`config.mk`:
```
export PLATFORM = sky130hd
export DESIGN_NAME = lane_interleave_2to1
export DESIGN_NICKNAME = d
export VERILOG_FILES = /design/src/rtl/lane_interleave_2to1_pkg.sv /design/src/rtl/lane_interleave_2to1_byte_fifo.sv /design/src/rtl/lane_interleave_2to1.sv
export SDC_FILE = /design/constraint.sdc
export NUM_CORES = 1
export LEC_CHECK = 0
export CORE_ASPECT_RATIO = 1.2
export CORE_MARGIN = 8
export CORE_UTILIZATION = 45
export DETAILED_ROUTE_END_ITERATION = 10
export SLEW_MARGIN = 25
export SYNTH_ARGS = -nofsm -noshare
export SYNTH_HDL_FRONTEND = slang
export SYNTH_SLANG_ARGS = --single-unit
```
`constraint.sdc`:
```
create_clock -name clk_2f -period 3.9 [get_ports clk_2f]
set_clock_uncertainty 0.15 [all_clocks]
set_input_delay 0.975 -clock clk_2f [delete_from_list [all_inputs] [get_ports clk_2f]]
set_output_delay 0.975 -clock clk_2f [all_outputs]
set_load 0.01 [all_outputs]
```
`src/rtl/lane_interleave_2to1_pkg.sv`:
```
// Shared phy_tx byte-pipeline definitions: idle/comma byte, lane indices and
// a pointer-width helper used by the lane FIFOs.
package lane_interleave_2to1_pkg;

  localparam logic [7:0] PHY_IDLE_BYTE = 8'hBC;

  typedef enum logic {
    LANE0 = 1'b0,
    LANE1 = 1'b1
  } lane_e;

  // Address width for a FIFO of n entries; a 1-entry FIFO still needs one bit.
  function automatic int ptr_width(input int n);
    return (n > 1) ? $clog2(n) : 1;
  endfunction

endpackage

```
`src/rtl/lane_interleave_2to1_byte_fifo.sv`:
```
// Per-lane byte FIFO. A push into a full FIFO is accepted only when the same
// edge pops; otherwise the byte is dropped and the sticky overflow flag is set.
module byte_fifo
  import lane_interleave_2to1_pkg::*;
#(
  parameter int DEPTH = 4
) (
  input  logic       clk_2f,
  input  logic       reset,
  input  logic       push,
  input  logic [7:0] din,
  input  logic       pop,
  output logic [7:0] dout,
  output logic       empty,
  output logic       full,
  output logic       ovf
);

  localparam int AW = ptr_width(DEPTH);
  localparam int CW = AW + 1;

  logic [7:0]    mem_q [DEPTH];
  logic [AW-1:0] wr_ptr_q, wr_ptr_d;
  logic [AW-1:0] rd_ptr_q, rd_ptr_d;
  logic [CW-1:0] count_q, count_d;
  logic          ovf_q, ovf_d;
  logic          do_push, do_pop;

  assign empty   = (count_q == '0);
  assign full    = (count_q == CW'(DEPTH));
  assign dout    = mem_q[rd_ptr_q];
  assign ovf     = ovf_q;
  assign do_pop  = pop && !empty;
  assign do_push = push && (!full || do_pop);

  always_comb begin
    // NOTE: every output of a combinational block gets a default first, so no
    // path leaves it unassigned and no latch is inferred.
    wr_ptr_d = wr_ptr_q;
    rd_ptr_d = rd_ptr_q;
    count_d  = count_q;
    ovf_d    = ovf_q;
    if (do_push) wr_ptr_d = wr_ptr_q + AW'(1);
    if (do_pop)  rd_ptr_d = rd_ptr_q + AW'(1);
    case ({do_push, do_pop})
      2'b10:   count_d = count_q + CW'(1);
      2'b01:   count_d = count_q - CW'(1);
      default: count_d = count_q;
    endcase
    if (push && !do_push) ovf_d = 1'b1;
  end

  // NOTE: state uses non-blocking assignments so every register samples the
  // pre-edge values, independent of statement order.
  always_ff @(posedge clk_2f) begin
    if (!reset) begin
      wr_ptr_q <= '0;
      rd_ptr_q <= '0;
      count_q  <= '0;
      ovf_q    <= 1'b0;
    end else begin
      wr_ptr_q <= wr_ptr_d;
      rd_ptr_q <= rd_ptr_d;
      count_q  <= count_d;
      ovf_q    <= ovf_d;
    end
  end

  // NOTE: storage is deliberately not reset; the count makes stale entries
  // unreachable, and leaving it out keeps the array as plain RAM/flops.
  always_ff @(posedge clk_2f) begin
    if (reset && do_push) mem_q[wr_ptr_q] <= din;
  end

endmodule

```
`src/rtl/lane_interleave_2to1.sv`:
```
// Two-lane byte interleaver: per-lane FIFOs, round-robin pop of at most one
// byte per cycle, and a registered output that idles on the comma byte.
module lane_interleave_2to1
  import lane_interleave_2to1_pkg::*;
#(
  parameter int         DEPTH     = 4,
  parameter logic [7:0] IDLE_BYTE = PHY_IDLE_BYTE
) (
  input  logic       clk_2f,
  input  logic       reset,
  input  logic [7:0] data_in0,
  input  logic       valid_in0,
  input  logic [7:0] data_in1,
  input  logic       valid_in1,
  output logic [7:0] data_out,
  output logic       valid_out,
  output logic       lane_out,
  output logic       full0,
  output logic       full1,
  output logic       ovf0,
  output logic       ovf1
);

  logic [7:0] head0, head1;
  logic       empty0, empty1;
  logic       pop0, pop1;

  logic [7:0] data_q, data_d;
  logic       valid_q, valid_d;
  lane_e      lane_q, lane_d;
  lane_e      last_q, last_d;

  byte_fifo #(.DEPTH(DEPTH)) u_fifo0 (
    .clk_2f (clk_2f),
    .reset  (reset),
    .push   (valid_in0),
    .din    (data_in0),
    .pop    (pop0),
    .dout   (head0),
    .empty  (empty0),
    .full   (full0),
    .ovf    (ovf0)
  );

  byte_fifo #(.DEPTH(DEPTH)) u_fifo1 (
    .clk_2f (clk_2f),
    .reset  (reset),
    .push   (valid_in1),
    .din    (data_in1),
    .pop    (pop1),
    .dout   (head1),
    .empty  (empty1),
    .full   (full1),
    .ovf    (ovf1)
  );

  // Arbitration looks only at pre-edge FIFO state, so a byte pushed this
  // edge cannot reach the output until the next one.
  always_comb begin
    pop0   = 1'b0;
    pop1   = 1'b0;
    data_d = IDLE_BYTE;
    valid_d = 1'b0;
    lane_d = lane_q;
    last_d = last_q;
    if (last_q == LANE1) begin
      if (!empty0)      pop0 = 1'b1;
      else if (!empty1) pop1 = 1'b1;
    end else begin
      if (!empty1)      pop1 = 1'b1;
      else if (!empty0) pop0 = 1'b1;
    end
    if (pop0) begin
      data_d  = head0;
      valid_d = 1'b1;
      lane_d  = LANE0;
      last_d  = LANE0;
    end else if (pop1) begin
      data_d  = head1;
      valid_d = 1'b1;
      lane_d  = LANE1;
      last_d  = LANE1;
    end
  end

  always_ff @(posedge clk_2f) begin
    if (!reset) begin
      data_q  <= IDLE_BYTE;
      valid_q <= 1'b0;
      lane_q  <= LANE0;
      last_q  <= LANE1;
    end else begin
      data_q  <= data_d;
      valid_q <= valid_d;
      lane_q  <= lane_d;
      last_q  <= last_d;
    end
  end

  assign data_out  = data_q;
  assign valid_out = valid_q;
  assign lane_out  = lane_q;

endmodule

```
==> flow_metrics.tcl <==
set metrics [dict create \
    outcome "completed" \
    crit_path_start_kind "register" \
    grt.total_usage_pct 12.5 \
    post-synth-top-area-cell "edfxtp_1" \
    dr.pass1.iters 4 \
    synth.top_cell.area_share_pct 50.6 \
    hold_depth 2 \
    grt-ovfl-total 0 \
    vias_per_cell 5.06 \
    synth-seq-area-share_pct 67.0 \
    drive_gt1_share_pct 16.7 \
    synth.distinct_cells 45 \
    wl_per_cell_um 16.4 \
    finalPower_mw 2.86 \
    synth_edf_count 64 \
    io_pins 34 \
    die_h_um 117 \
    timing.setup.tns_ns 0 \
    irDropWorstVdd_v 0.000281 \
    insertion_delay_ns 0.35 \
    dieArea_sq_mm 0.0116 \
    synth_fa_ha_area_share_pct 4.02 \
    die_x_um 99.9 \
    first_iter_violations 108 \
    pwr_density_cell_mw_per_mm2 645 \
    layout.nets 314 \
    remaining_drc_errors 0 \
    ant_nets 0 \
    fin_hold_ws_ns 0.315 \
    end_kind "output pin" \
    antenna_found_initial 0 \
    cts_buffer_depth 2 \
    path_max_fanout 7 \
    avgSynthCellArea_sq_um 15.4 \
    area_growth_pct 16.9 \
    htreeDepth 3 \
    cts_tree "done" \
    slew_viol_final 0 \
    dp_hpwl_mm 4.58 \
    wirelength_mm 6.60 \
    async_flop_share_pct 0 \
    grt_start_max_net_pins 22 \
    hold_viol 0 \
    utilization_pct 54.5 \
    worstSetupPathType "register to output pin" \
    vias 2035 \
    hold_buffers 0 \
    core-area_sq_mm 0.00815 \
    tightest_slew_ns 0.555 \
    final_cell_mix "edfxtp_1, clkdlybuf4s50_1, dfxtp_1" \
    ys_seq_elements 95 \
    yosys.area_share.simple_pct 7.94 \
    ys.flop_type "edfxtp_1" \
    synth_xor_xnor_area_share_pct 2.54 \
    syn_nets 278 \
    place_congestion 0.756 \
    io_buffers 33 \
    synth_compound_gate_area_share_pct 6.29 \
    slew-limit-headroom_pct 63.0 \
    ctsResizeCount 0 \
    initial_utilization_pct 46.6 \
    muxShareOfSynthArea_pct 9.75 \
    cts_sinks 95 \
    synthTopCellsByArea "edfxtp_1, dfxtp_1, mux4_2" \
    critical_path_required_ns 2.77 \
    r2r_cells 10 \
    leakage_nw 1.52 \
    num_rows 36 \
    cts_inserted_buffers 9 \
    clk_pin_slew_worst_paths_ns 0.09 \
    final_common_cell "edfxtp_1" \
    grt_pass1_vias 2084 \
    synthCells 247 \
    grt_pass1_wl_mm 10.8 \
    rsz0062_at_grt "false" \
    syn-cell-area_sq_mm 0.00380 \
    drv_cap 0 \
    timing.final.crit_share_pct 76.2 \
    hold_class "register to register" \
    cts_root_buffer "clkbuf_8" \
    diodes 0 \
    finalSetupViolCount 0 \
    ys.warnings.count 0 \
    fmax_ghz 0.337 \
    synth_top_family_by_area "multiplexers" \
    period_needed_ns 2.97 \
    postCtsSetupBuffers 0 \
    arrival_ns 1.85 \
]
[per-stage QoR]
stage	cells	instance area (sq um)	setup slack, ns
after global routing	402	4440	0.823
after CTS	402	4440	0.899
after detailed placement	386	4240	0.721
final	402	4440	0.929
after global placement	386	4240	0.744
after floorplan	247	3800	1.22
[critical path, cell delays in order (launching register included)]
cell	delay, ns
dfxtp_1	0.49
or3b_1	0.41
inv_1	0.07
clkdlybuf4s50_1	0.53
[logic make-up (layout without fill, tap and decap cells)]
kind of cell | after synthesis | after routing
xor gates and xnor gates | 11 | 11
and+or+nand+nor | 57 | 57
DFF | 95 | 95
muxes | 17 | 17
adders and majority gates | 11 | 11
buffers and inverters | 24 | 65
AOI/OAI and AO/OA | 32 | 32
[flip-flops by register name, summed over array words and instances, names as in the netlist, 2 cells and up, named ones only]
| name | cells |
|---|---|
| u_fifo0.mem_q | 32 |
| u_fifo1.mem_q | 32 |
| data_out | 8 |
| u_fifo0.count_q | 3 |
| u_fifo1.count_q | 3 |
| u_fifo0.rd_ptr_q | 2 |
| u_fifo0.wr_ptr_q | 2 |
| u_fifo1.rd_ptr_q | 2 |
| u_fifo1.wr_ptr_q | 2 |
[final timing paths]
kind	start	endpoint	slack, ns
max	u_fifo0.count_q[2]	full0	0.93
min	lane_out	lane_out	0.32
max reg2reg	u_fifo0.count_q[2]	u_fifo0.count_q[2]	1.13
min reg2reg	lane_out	lane_out	0.32
[power by group]
group	switching (mW)	total [mW]	leakage (nW)	internal, mW
registers	0.154	1.37	0.837	1.21
clock network	0.324	0.626	0.103	0.303
logic	0.422	0.869	0.580	0.447
total	0.899	2.86	1.52	1.96
[metal layers]
| metal | share of wire [%] | GRT usage (%) |
|---|---|---|
| met4 | 2.6 | 7.58 |
| met2 | 48 | 19.9 |
| met5 | 0 | 0 |
| met3 | 4.2 | 3.04 |
| met1 | 45 | 15.1 |
[cells in the mapped netlist (3+ instances only)]
library cell	n
a21oi_1	10
and3_1	4
and3_2	4
buf_1	3
buf_2	3
clkbuf_1	3
dfxtp_1	31
edfxtp_1	64
ha_1	9
inv_1	13
mux4_2	16
nand2_1	16
nand2b_1	4
nand3_1	4
nor2_1	14
o21ai_0	3
o22ai_1	6
xnor2_1	6
xor2_1	5
[final cells by class]
class	count	area, sq um
fill	686	3710
sequential	95	2540
multi-input combinational	128	1160
timing repair buffer	35	345
clock buffer	14	183
tap	114	143
inverter	14	52.6
clock inverter	2	13.8
No activity file was read; power rests on OpenSTA's default activity.
